### config.mk
export PLATFORM = sky130hd
export DESIGN_NAME = split_bus_arbiter
export DESIGN_NICKNAME = d
export VERILOG_FILES = /design/src/rtl/split_bus_arbiter.sv
export SDC_FILE = /design/constraint.sdc
export NUM_CORES = 1
export LEC_CHECK = 0
export CORE_MARGIN = 3
export CORE_UTILIZATION = 52
export CTS_CLUSTER_SIZE = 25
export DETAILED_ROUTE_END_ITERATION = 12
export PLACE_DENSITY_LB_ADDON = 0.3
export SYNTH_ARGS = -nofsm -noshare
export SYNTH_HDL_FRONTEND = slang
export SYNTH_SLANG_ARGS = --single-unit
### constraint.sdc
create_clock -name clk -period 2 [get_ports clk]
set_input_delay 0.4 -clock clk [delete_from_list [all_inputs] [get_ports clk]]
set_output_delay 0.4 -clock clk [all_outputs]
set_load 0.03 [all_outputs]
### src/rtl/split_bus_arbiter.sv
// Two-master bus arbiter with split-read tracking and a grant watchdog.
// Define SPLIT_ARB_ROUND_ROBIN_EN for alternating arbitration; default is fixed priority to master 0.
module split_bus_arbiter #(
    parameter int unsigned TIMEOUT_CYCLES = 64
) (
    input  logic       clk,
    input  logic       rst_n,
    input  logic [1:0] m_req,
    output logic [1:0] m_grant,
    input  logic       target_ack,
    input  logic       target_split_ack,
    input  logic       split_req,
    output logic       split_grant,
    output logic       split_pending,
    output logic       split_owner,
    output logic       timeout,
    output logic       split_err
);

    // A zero TIMEOUT_CYCLES disables the watchdog; keep a 1-bit counter so widths stay legal.
    localparam int unsigned WD_W = (TIMEOUT_CYCLES > 0) ? $clog2(TIMEOUT_CYCLES + 1) : 1;
    localparam logic [WD_W-1:0] WD_LAST = (TIMEOUT_CYCLES > 0) ? WD_W'(TIMEOUT_CYCLES - 1) : '0;
    localparam logic [WD_W-1:0] WD_MAX  = '1;

    typedef enum logic [1:0] {
        IDLE      = 2'd0,
        GRANT     = 2'd1,
        SPLIT_RET = 2'd2
    } state_t;

    state_t          state_q, state_d;
    logic [1:0]      m_grant_q, m_grant_d;
    logic            split_grant_q, split_grant_d;
    logic            split_pending_q, split_pending_d;
    logic            split_owner_q, split_owner_d;
    logic            timeout_q, timeout_d;
    logic            split_err_q, split_err_d;
    logic [WD_W-1:0] wd_q, wd_d;
    logic [1:0]      eligible;
    logic            winner;
    logic            granted_idx;
    logic            wd_expire;
`ifdef SPLIT_ARB_ROUND_ROBIN_EN
    logic            last_grant_q, last_grant_d;
`endif

    always_comb begin
        eligible    = m_req & ~({2{split_pending_q}} & (split_owner_q ? 2'b10 : 2'b01));
        granted_idx = m_grant_q[1];
        wd_expire   = (TIMEOUT_CYCLES != 0) && (wd_q == WD_LAST);
`ifdef SPLIT_ARB_ROUND_ROBIN_EN
        winner = (&eligible) ? ~last_grant_q : eligible[1];
`else
        winner = ~eligible[0];
`endif
    end

    always_comb begin
        state_d         = state_q;
        m_grant_d       = m_grant_q;
        split_grant_d   = 1'b0;
        timeout_d       = 1'b0;
        split_pending_d = split_pending_q;
        split_owner_d   = split_owner_q;
        split_err_d     = split_err_q;
        wd_d            = wd_q;
`ifdef SPLIT_ARB_ROUND_ROBIN_EN
        last_grant_d    = last_grant_q;
`endif
        unique case (state_q)
            IDLE: begin
                if (split_req && split_pending_q) begin
                    state_d       = SPLIT_RET;
                    split_grant_d = 1'b1;
                    m_grant_d     = split_owner_q ? 2'b10 : 2'b01;
                    wd_d          = '0;
                end else if (|eligible) begin
                    state_d   = GRANT;
                    m_grant_d = winner ? 2'b10 : 2'b01;
                    wd_d      = '0;
`ifdef SPLIT_ARB_ROUND_ROBIN_EN
                    last_grant_d = winner;
`endif
                end
            end
            GRANT: begin
                wd_d = (wd_q == WD_MAX) ? wd_q : wd_q + WD_W'(1);
                // Split ack outranks a simultaneous plain ack; an overlapping split keeps its owner.
                if (target_split_ack) begin
                    state_d   = IDLE;
                    m_grant_d = '0;
                    if (split_pending_q) begin
                        split_err_d = 1'b1;
                    end else begin
                        split_pending_d = 1'b1;
                        split_owner_d   = granted_idx;
                    end
                end else if (target_ack || !m_req[granted_idx]) begin
                    state_d   = IDLE;
                    m_grant_d = '0;
                end else if (wd_expire) begin
                    state_d   = IDLE;
                    m_grant_d = '0;
                    timeout_d = 1'b1;
                end
            end
            SPLIT_RET: begin
                wd_d = (wd_q == WD_MAX) ? wd_q : wd_q + WD_W'(1);
                if (target_ack || wd_expire) begin
                    state_d         = IDLE;
                    m_grant_d       = '0;
                    split_pending_d = 1'b0;
                    timeout_d       = !target_ack;
                end
            end
            default: begin
                state_d   = IDLE;
                m_grant_d = '0;
            end
        endcase
    end

    always_ff @(posedge clk or negedge rst_n) begin
        if (!rst_n) begin
            state_q         <= IDLE;
            m_grant_q       <= '0;
            split_grant_q   <= 1'b0;
            split_pending_q <= 1'b0;
            split_owner_q   <= 1'b0;
            timeout_q       <= 1'b0;
            split_err_q     <= 1'b0;
            wd_q            <= '0;
        end else begin
            state_q         <= state_d;
            m_grant_q       <= m_grant_d;
            split_grant_q   <= split_grant_d;
            split_pending_q <= split_pending_d;
            split_owner_q   <= split_owner_d;
            timeout_q       <= timeout_d;
            split_err_q     <= split_err_d;
            wd_q            <= wd_d;
        end
    end

`ifdef SPLIT_ARB_ROUND_ROBIN_EN
    always_ff @(posedge clk or negedge rst_n) begin
        if (!rst_n) begin
            last_grant_q <= 1'b1;
        end else begin
            last_grant_q <= last_grant_d;
        end
    end
`endif

    assign m_grant       = m_grant_q;
    assign split_grant   = split_grant_q;
    assign split_pending = split_pending_q;
    assign split_owner   = split_owner_q;
    assign timeout       = timeout_q;
    assign split_err     = split_err_q;

endmodule

==> results by group, run 1 <==
Layout
  – Fin util: 74.8%
  – Final non-filler cell total: 148
  – Share of post-route cells with drive strength above 1: 15.3%
  – Total Nets Final: 136
  – Multi-input combinational cell area: 520 sq um
  – Fillcell total: 125
  – Antenna fix cells: 0
  – Area used by sequential logic in the layout: 400 sq um
  – Post-layout instance area: 1210 sq um
  – Area added between synthesis and finish: 27.5%

STA
  – Final Hold Vio Count: 0
  – Max_slew headroom: 69.2%
  – Worst hold margin: 0.414 ns
  – Upper clock frequency limit: 0.530 GHz
  – Crit path setup slack, layout: 0.113 ns
  – Sum Neg Setup Slack: 0 ns
  – Unrepaired setup endpoints after global routing: no
  – Final max-slew violation count: 0
  – Clk_skew: 0.00196 ns
  – Post-route minimum period: 1.89 ns
  – Final setup viols: 0
  – Period Utilization, post-route: 94.3%
  – Worst slew pin tran: 0.462 ns

Run status
  – Status: finished clean

Clocking
  – Clock tree root buffer cell: sky130_fd_sc_hd__clkbuf_4
  – Buffers inserted during post-CTS setup optimization: 0
  – Number of clock sinks seen by CTS: 16
  – H-tree Lvls: 1
  – CTS tree: done
  – CTS buffer count: 3
  – Buffer levels on the longest clock path: 2
  – Worst-Skew Late Latency: 0.29 ns
  – Register clock-pin slew on the reported worst setup and hold paths: 0.10 ns

Critical path
  – Element type at the critical path end: output pin
  – Critical path data arrival time: 1.49 ns
  – Worst path buffer plus inverter count: 1
  – Worst setup SP type: register
  – Ordered cell list for the critical path: clkdlybuf4s50_1
  – Kind of cell adding the most delay to the critical path: buffers and inverters
  – Crit-path max cell delay: 0.72 ns
  – CP max stage cell: sky130_fd_sc_hd__clkdlybuf4s50_1
  – Required time of the critical path: 1.60 ns
  – Maximum net fanout on the critical path: 7
  – Worst setup path class: register to output pin

Route
  – DR vias: 853
  – Routed wire per std cell: 14.5 um
  – Residual DRC count: 0
  – Total length of routed wires: 2150 um
  – Post-route ant nets: 0
  – Drt first-iter violations: 18
  – First-pass iteration count of the detailed router: 4
  – Via-to-Cell Ratio: 5.76

Placed design
  – Post-DP HPWL: 1580 um
  – Number of port buffers: 13
  – Cell Area, Placed: 1160 sq um
  – Number of placed cells counting well taps: 144
  – RePlAce Congestion: 0.883
  – Setup slack at placement: -0.130 ns

Run
  – # Max-Cap Violations: 0

Global routing
  – Grt ovf: 0
  – Antenna violations before repair: 0
  – Global-route wire length before repair: 3880 um
  – Overall global routing resource usage: 20.7%
  – Vias in the first global route: 842
  – Met2 track demand over resource in global routing: 32.4%
  – Global routing met1 resource utilization: 26.6%
  – Maximum number of pins on one net before global-route repair: 17
  – Highest-utilization routing layer at the global route stage: met2
  – GR Layer Usage met3: 3.99%

Logic synthesis
  – Most used flip-flop cell after synthesis: sky130_fd_sc_hd__dfrtp_1
  – Number of library cell types mapped by synthesis: 34
  – Synth Net Count: 111
  – Yosys synthesis warning count: 0
  – Number of enable-type register cells in the synthesized netlist: 0
  – Cells after synthesis: 100
  – Count of state elements after synthesis: 16
  – Share of the yosys chip area belonging to registers: 42.3%
  – Fraction of synthesis flops using an asynchronous set or reset pin: 100%
  – Per-instance average area after synthesis: 9.46 sq um
  – Post-Syn Area: 946 sq um

Floorplan
  – Area of the die: 2370 sq um
  – Number of top-level pins: 14
  – Core outline area: 1610 sq um
  – Die Wd: 48.7 um
  – DIE HEIGHT: 48.7 um
  – Starting density of the core: 58.7%
  – Standard-cell rows: 14

Power and ir drop
  – Switch share: 43.4%
  – Power per cell area: 1400 nW/um^2
  – Net switching power: 731 uW
  – Power share of the combinational group: 55.5%
  – Peak supply drop: 0.000906 V
  – Portion of total power attributed to the clock network: 13.2%
  – Standby leakage power: 0.525 nW
  – Internal cell power: 954 uW
  – Sequential cell fraction of total power: 31.3%
  – Design Power: 1.69 mW

Hold path
  – Class of the tightest hold or removal check: primary input to async pin
## final timing paths
check,slack [ns],to,cells past startpoint,startpoint
setup / recovery,0.11,split_owner,1,split_owner
max in group asynchronous,1.40,m_grant[0],2,rst_n
min in group clk,0.47,split_err,1,split_err
setup reg to reg,0.19,wd_q[5],6,state_q[1]
hold / removal,0.41,split_pending,2,rst_n
hold reg to reg,0.47,split_err,1,split_err
## registers in the layout, summed over array words and instances, names as in the netlist
register / cells
m_grant: 2
split_err: 1
split_grant: 1
split_owner: 1
split_pending: 1
state_q: 2
timeout: 1
wd_q: 7
## layout make-up
class,instances,share of cell area [%]
timing repair buffer,22,16.6
sequential,16,33.2
tap,24,2.49
multi-input combinational,77,43.2
inverter,5,1.56
clock buffer,4,3.01
## cells by family after synthesis
group	share of synthesized area, %
flip-flops	42.3
AO/OA/AOI/OAI	18.7
buffers and inverters	3.57
multiplexers	6.08
AND/OR/NAND/NOR	24.1
adder cells (fa/ha/maj)	5.29
## power groups by stage
| stage | sequential [mW] | clock [mW] | combinational (mW) |
|---|---|---|---|
| global route | 0.547 | 0.249 | 1.04 |
| CTS | 0.526 | 0.224 | 0.924 |
| floorplan | 0.581 | 0 | 0.559 |
| detailed placement | 0.534 | 0 | 0.919 |
| finish | 0.527 | 0.223 | 0.936 |
| global placement | 0.527 | 0 | 0.896 |
## cell usage after synthesis, drive strengths merged (2+ instances only)
library cell / count / share of area, %
nand2: 7 / 2.8
nand4b: 2 / 1.9
nor3: 3 / 1.6
a31o: 2 / 1.9
a31oi: 5 / 3.3
o21ai: 7 / 3.7
ha: 4 / 5.3
mux2i: 2 / 2.1
inv: 5 / 2.0
and3: 2 / 1.3
nor4b: 2 / 1.9
nor2: 9 / 3.6
dfrtp: 16 / 42
nand2b: 2 / 1.3
mux2: 3 / 4.0
a22o: 2 / 1.9
nand3: 9 / 4.8
a21oi: 3 / 1.6
## metal layers
| layer | routed length (um) | vias to the layer above | part of all wire [%] |
|---|---|---|---|
| met5 | 0 | - | 0 |
| met4 | 60 | 0 | 2.8 |
| met3 | 69 | 6 | 3.2 |
| met2 | 1020 | 13 | 47 |
| met1 | 1000 | 409 | 47 |
| li1 | - | 425 | - |
## cells in the final DEF, fill, tap and decap left out
master and count:
sky130_fd_sc_hd__nand4b_1 2, sky130_fd_sc_hd__nor2b_1 1, sky130_fd_sc_hd__and3_1 2, sky130_fd_sc_hd__o211ai_1 1, sky130_fd_sc_hd__nor3_1 3, sky130_fd_sc_hd__a22o_1 2, sky130_fd_sc_hd__or2b_1 1, sky130_fd_sc_hd__nor2_1 9
sky130_fd_sc_hd__or3_1 1, sky130_fd_sc_hd__buf_4 9, sky130_fd_sc_hd__or4_1 1, sky130_fd_sc_hd__a2111oi_0 1, sky130_fd_sc_hd__a22oi_1 1, sky130_fd_sc_hd__ha_1 4, sky130_fd_sc_hd__or4b_1 1, sky130_fd_sc_hd__a31o_2 2
sky130_fd_sc_hd__o21a_1 1, sky130_fd_sc_hd__inv_1 5, sky130_fd_sc_hd__o21ai_0 7, sky130_fd_sc_hd__clkbuf_8 1, sky130_fd_sc_hd__mux2_4 1, sky130_fd_sc_hd__nand2_1 7, sky130_fd_sc_hd__mux2_2 2, sky130_fd_sc_hd__dlymetal6s2s_1 1
sky130_fd_sc_hd__mux2i_1 2, sky130_fd_sc_hd__a21boi_0 1, sky130_fd_sc_hd__a21oi_1 3, sky130_fd_sc_hd__o31ai_4 1, sky130_fd_sc_hd__a31oi_1 5, sky130_fd_sc_hd__o2111ai_1 1, sky130_fd_sc_hd__clkdlybuf4s50_1 12, sky130_fd_sc_hd__nor4b_1 2
sky130_fd_sc_hd__clkbuf_4 3, sky130_fd_sc_hd__nand2b_1 2, sky130_fd_sc_hd__dfrtp_1 16, sky130_fd_sc_hd__nor4bb_1 1, sky130_fd_sc_hd__nand3_1 9
## what timing repair did
item	in CTS	in global routing
gates resized for setup	0	2
setup endpoints to repair	0	2
hold buffers	0	0
Power figures use the tool's default switching activity.
==> run 2: changes to the inputs <==
- ABC_AREA: not set -> 1
==> results by group, run 2 <==
Run status
  – Status: finished clean

Clocking
  – Buffer levels on the longest clock path: 2 (unchanged)
  – Total of cells resized after clock tree synthesis: 0 (unchanged)
  – Worst-Skew Late Latency: 0.28 ns (about the same)
  – Register clock-pin slew on the reported worst setup and hold paths: 0.09 ns (about the same)
  – CTS buffer count: 3 (unchanged)
  – CTS tree: done
  – Buffers inserted during post-CTS setup optimization: 0 (unchanged)
  – Clock tree root buffer cell: sky130_fd_sc_hd__clkbuf_4
  – Hold bufs inserted after CTS: 0 (unchanged)
  – Number of clock sinks seen by CTS: 16 (unchanged)
  – H-tree Lvls: 1 (unchanged)

Route
  – Total length of routed wires: 1860 um (-13%)
  – Residual DRC count: 0 (unchanged)
  – Via-to-Cell Ratio: 4.92 (-15%)
  – First-pass iteration count of the detailed router: 4 (unchanged)
  – Post-route ant nets: 0 (unchanged)
  – Routed wire per std cell: 11.1 um (-23%)
  – DR vias: 821 (-3.8%)
  – Drt first-iter violations: 13 (-5)

Critical path
  – Cell depth of the worst flop-to-flop path: 7 (+1)
  – Crit-path max cell delay: 0.72 ns (about the same)
  – Maximum net fanout on the critical path: 7 (unchanged)
  – Worst setup path class: register to output pin
  – Kind of cell adding the most delay to the critical path: buffers and inverters
  – Worst path buffer plus inverter count: 1 (unchanged)
  – Worst setup SP type: register
  – Number of cells on the critical path: 1 (unchanged)
  – Ordered cell list for the critical path: clkdlybuf4s50_1
  – Element type at the critical path end: output pin
  – Critical path data arrival time: 1.48 ns (about the same)
  – Required time of the critical path: 1.60 ns (about the same)
  – CP max stage cell: sky130_fd_sc_hd__clkdlybuf4s50_1

STA
  – Max_slew headroom: 78.9% (+9.8 points)
  – Final setup viols: 0 (unchanged)
  – Final max-slew violation count: 0 (unchanged)
  – Clk_skew: 0.00221 ns (+0.000245 ns)
  – Upper clock frequency limit: 0.533 GHz (+0.50%)
  – Unrepaired setup endpoints after global routing: no
  – Post-route minimum period: 1.88 ns (-0.00936 ns)
  – Sum Neg Setup Slack: 0 ns (unchanged)
  – Period Utilization, post-route: 93.9% (-0.47 points)
  – Final Hold Vio Count: 0 (unchanged)
  – Worst slew pin tran: 0.315 ns (-0.147 ns)

Logic synthesis
  – Count of state elements after synthesis: 16 (unchanged)
  – Synth Net Count: 137 (+23%)
  – Yosys synthesis warning count: 0 (unchanged)
  – Share of the yosys chip area belonging to registers: 41.7% (-0.61 points)
  – Number of enable-type register cells in the synthesized netlist: 0 (unchanged)
  – Cells after synthesis: 126 (+26%)
  – Number of library cell types mapped by synthesis: 20 (-41%)
  – Largest area contributor in the netlist: sky130_fd_sc_hd__dfrtp_1
  – Most used flip-flop cell after synthesis: sky130_fd_sc_hd__dfrtp_1
  – Area share of the largest cell type after synthesis: 41.7% (-0.61 points)
  – Per-instance average area after synthesis: 7.62 sq um (-19%)
  – Area contributors post-synth: sky130_fd_sc_hd__dfrtp_1, sky130_fd_sc_hd__nand2_1, sky130_fd_sc_hd__ha_1, sky130_fd_sc_hd__nor2_1, sky130_fd_sc_hd__nand3_1
  – Fraction of synthesis flops using an asynchronous set or reset pin: 100% (unchanged)
  – Post-Syn Area: 960 sq um (+1.5%)
  – Count leader, synth: sky130_fd_sc_hd__nand2_1
  – List of most frequent post-synthesis cells: sky130_fd_sc_hd__nand2_1, sky130_fd_sc_hd__dfrtp_1, sky130_fd_sc_hd__nor2_1

Global routing
  – Overall global routing resource usage: 18.0% (-2.6 points)
  – Grt ovf: 0 (unchanged)
  – Global-route wire length before repair: 3400 um (-12%)
  – Maximum number of pins on one net before global-route repair: 17 (unchanged)
  – Vias in the first global route: 808 (-4.0%)
  – Antenna violations before repair: 0 (unchanged)

Layout
  – Post-layout instance area: 1150 sq um (-4.7%)
  – Largest register by flop count: wd_q
  – Share of post-route cells with drive strength above 1: 14.7% (-0.64 points)
  – Antenna fix cells: 0 (unchanged)
  – Top library cells by usage in the layout, fill and taps aside: sky130_fd_sc_hd__nand2_1, sky130_fd_sc_hd__dfrtp_1, sky130_fd_sc_hd__clkdlybuf4s50_1
  – Most common cell after layout, fill and taps aside: sky130_fd_sc_hd__nand2_1
  – Area added between synthesis and finish: 19.8%
  – Number of flip-flops under the largest register name: 7 (unchanged)
  – Total Nets Final: 156 (+15%)

Hold path
  – Class of the tightest hold or removal check: primary input to async pin

Power and ir drop
  – Peak supply drop: 0.000782 V (-14%)
  – Net switching power: 798 uW (+9.0%)
  – Switch share: 49.6% (+6.2 points)
  – Internal cell power: 811 uW (-15%)
  – Standby leakage power: 0.590 nW (+12%)
  – Portion of total power attributed to the clock network: 10.5% (-2.7 points)
  – Sequential cell fraction of total power: 31.0% (-0.3 points)
  – Power per cell area: 1400 nW/um^2 (about the same)
  – Power share of the combinational group: 58.5% (+3.0 points)

Placed design
  – RePlAce Congestion: 0.780 (-12%)
  – Cell Area, Placed: 1130 sq um (-2.7%)
  – Number of port buffers: 13 (unchanged)
  – Post-DP HPWL: 1460 um (-7.2%)

Floorplan
  – Die Wd: 49.0 um (+0.64%)
  – Standard-cell rows: 14 (unchanged)
  – Number of top-level pins: 14 (unchanged)
  – Core outline area: 1610 sq um (unchanged)
  – Area of the die: 2400 sq um (+1.3%)
  – DIE HEIGHT: 49.0 um (+0.64%)
  – Starting density of the core: 59.5% (+0.85 points)

Run
  – # Max-Cap Violations: 0 (unchanged)
## run 2: changes by cell type in the layout (fill, tap and decap cells not counted), moves of 3 or more
cell                      delta
sky130_fd_sc_hd__nand2_1    +42
sky130_fd_sc_hd__nor3_1      -3
sky130_fd_sc_hd__buf_4       -8
sky130_fd_sc_hd__inv_1       +4
sky130_fd_sc_hd__inv_2       +4
sky130_fd_sc_hd__o21ai_0     -6
sky130_fd_sc_hd__nand2_2     +5
## run 2: cell families (layout without fill, tap and decap cells)
| group | count (synthesis) | count (layout) | share of synthesized area (%) |
|---|---|---|---|
| AO/OA/AOI/OAI | 11 | 11 | 6.78 |
| XOR/XNOR | 2 | 2 | 1.83 |
| adder cells (fa/ha/maj) | 4 | 4 | 5.22 |
| buffers and inverters | 14 | 31 | 5.74 |
| flip-flops | 16 | 16 | 41.7 |
| AND/OR/NAND/NOR | 79 | 79 | 38.7 |
## run 2: area by class of cell
cell class,count,area [sq um]
well taps,24,30.0
multi-input cells,96,504
flip-flops and latches,16,400
fillers,142,462
inverters,14,55.1
repair buffers,14,138
clock buffers,3,22.5
## run 2: metrics by stage
stage	std cells	setup WS, ns	hold slack, ns	utilization, %	power [mW]
floorplan	126	0.707	0.104	-	1.18
global placement	164	0.388	0.454	70.0	1.41
detailed placement	164	0.351	0.468	70.0	1.44
CTS	167	0.113	0.430	71.4	1.61
global route	167	0.0741	0.444	71.4	1.74
finish	167	0.123	0.425	71.4	1.61
## run 2: metal layers
| layer | vias to the layer above | GRT usage [%] | routed length, um |
|---|---|---|---|
| li1 | 432 | - | - |
| met1 | 371 | 23.9 | 917 |
| met2 | 14 | 27.4 | 836 |
| met3 | 4 | 5.20 | 85 |
| met4 | 0 | 7.58 | 21 |
| met5 | - | 0 | 0 |
## run 2: path summary, 6_finish.rpt
path	start	slack (ns)	end
setup / recovery	split_pending	0.12	split_pending
hold / removal	rst_n	0.43	wd_q[3]
setup reg to reg	state_q[0]	0.50	wd_q[6]
hold reg to reg	split_err	0.49	split_err
max in group asynchronous	rst_n	1.40	m_grant[1]
min in group clk	split_err	0.49	split_err
## run 2: power groups by stage
stage          logic (mW)  registers, mW  clock network, mW
2_1_floorplan       0.607          0.574                  0
3_3_place_gp        0.906          0.502                  0
3_5_place_dp        0.932          0.506                  0
4_1_cts             0.940          0.500              0.172
5_1_grt              1.03          0.517              0.192
6_report            0.941          0.499              0.169
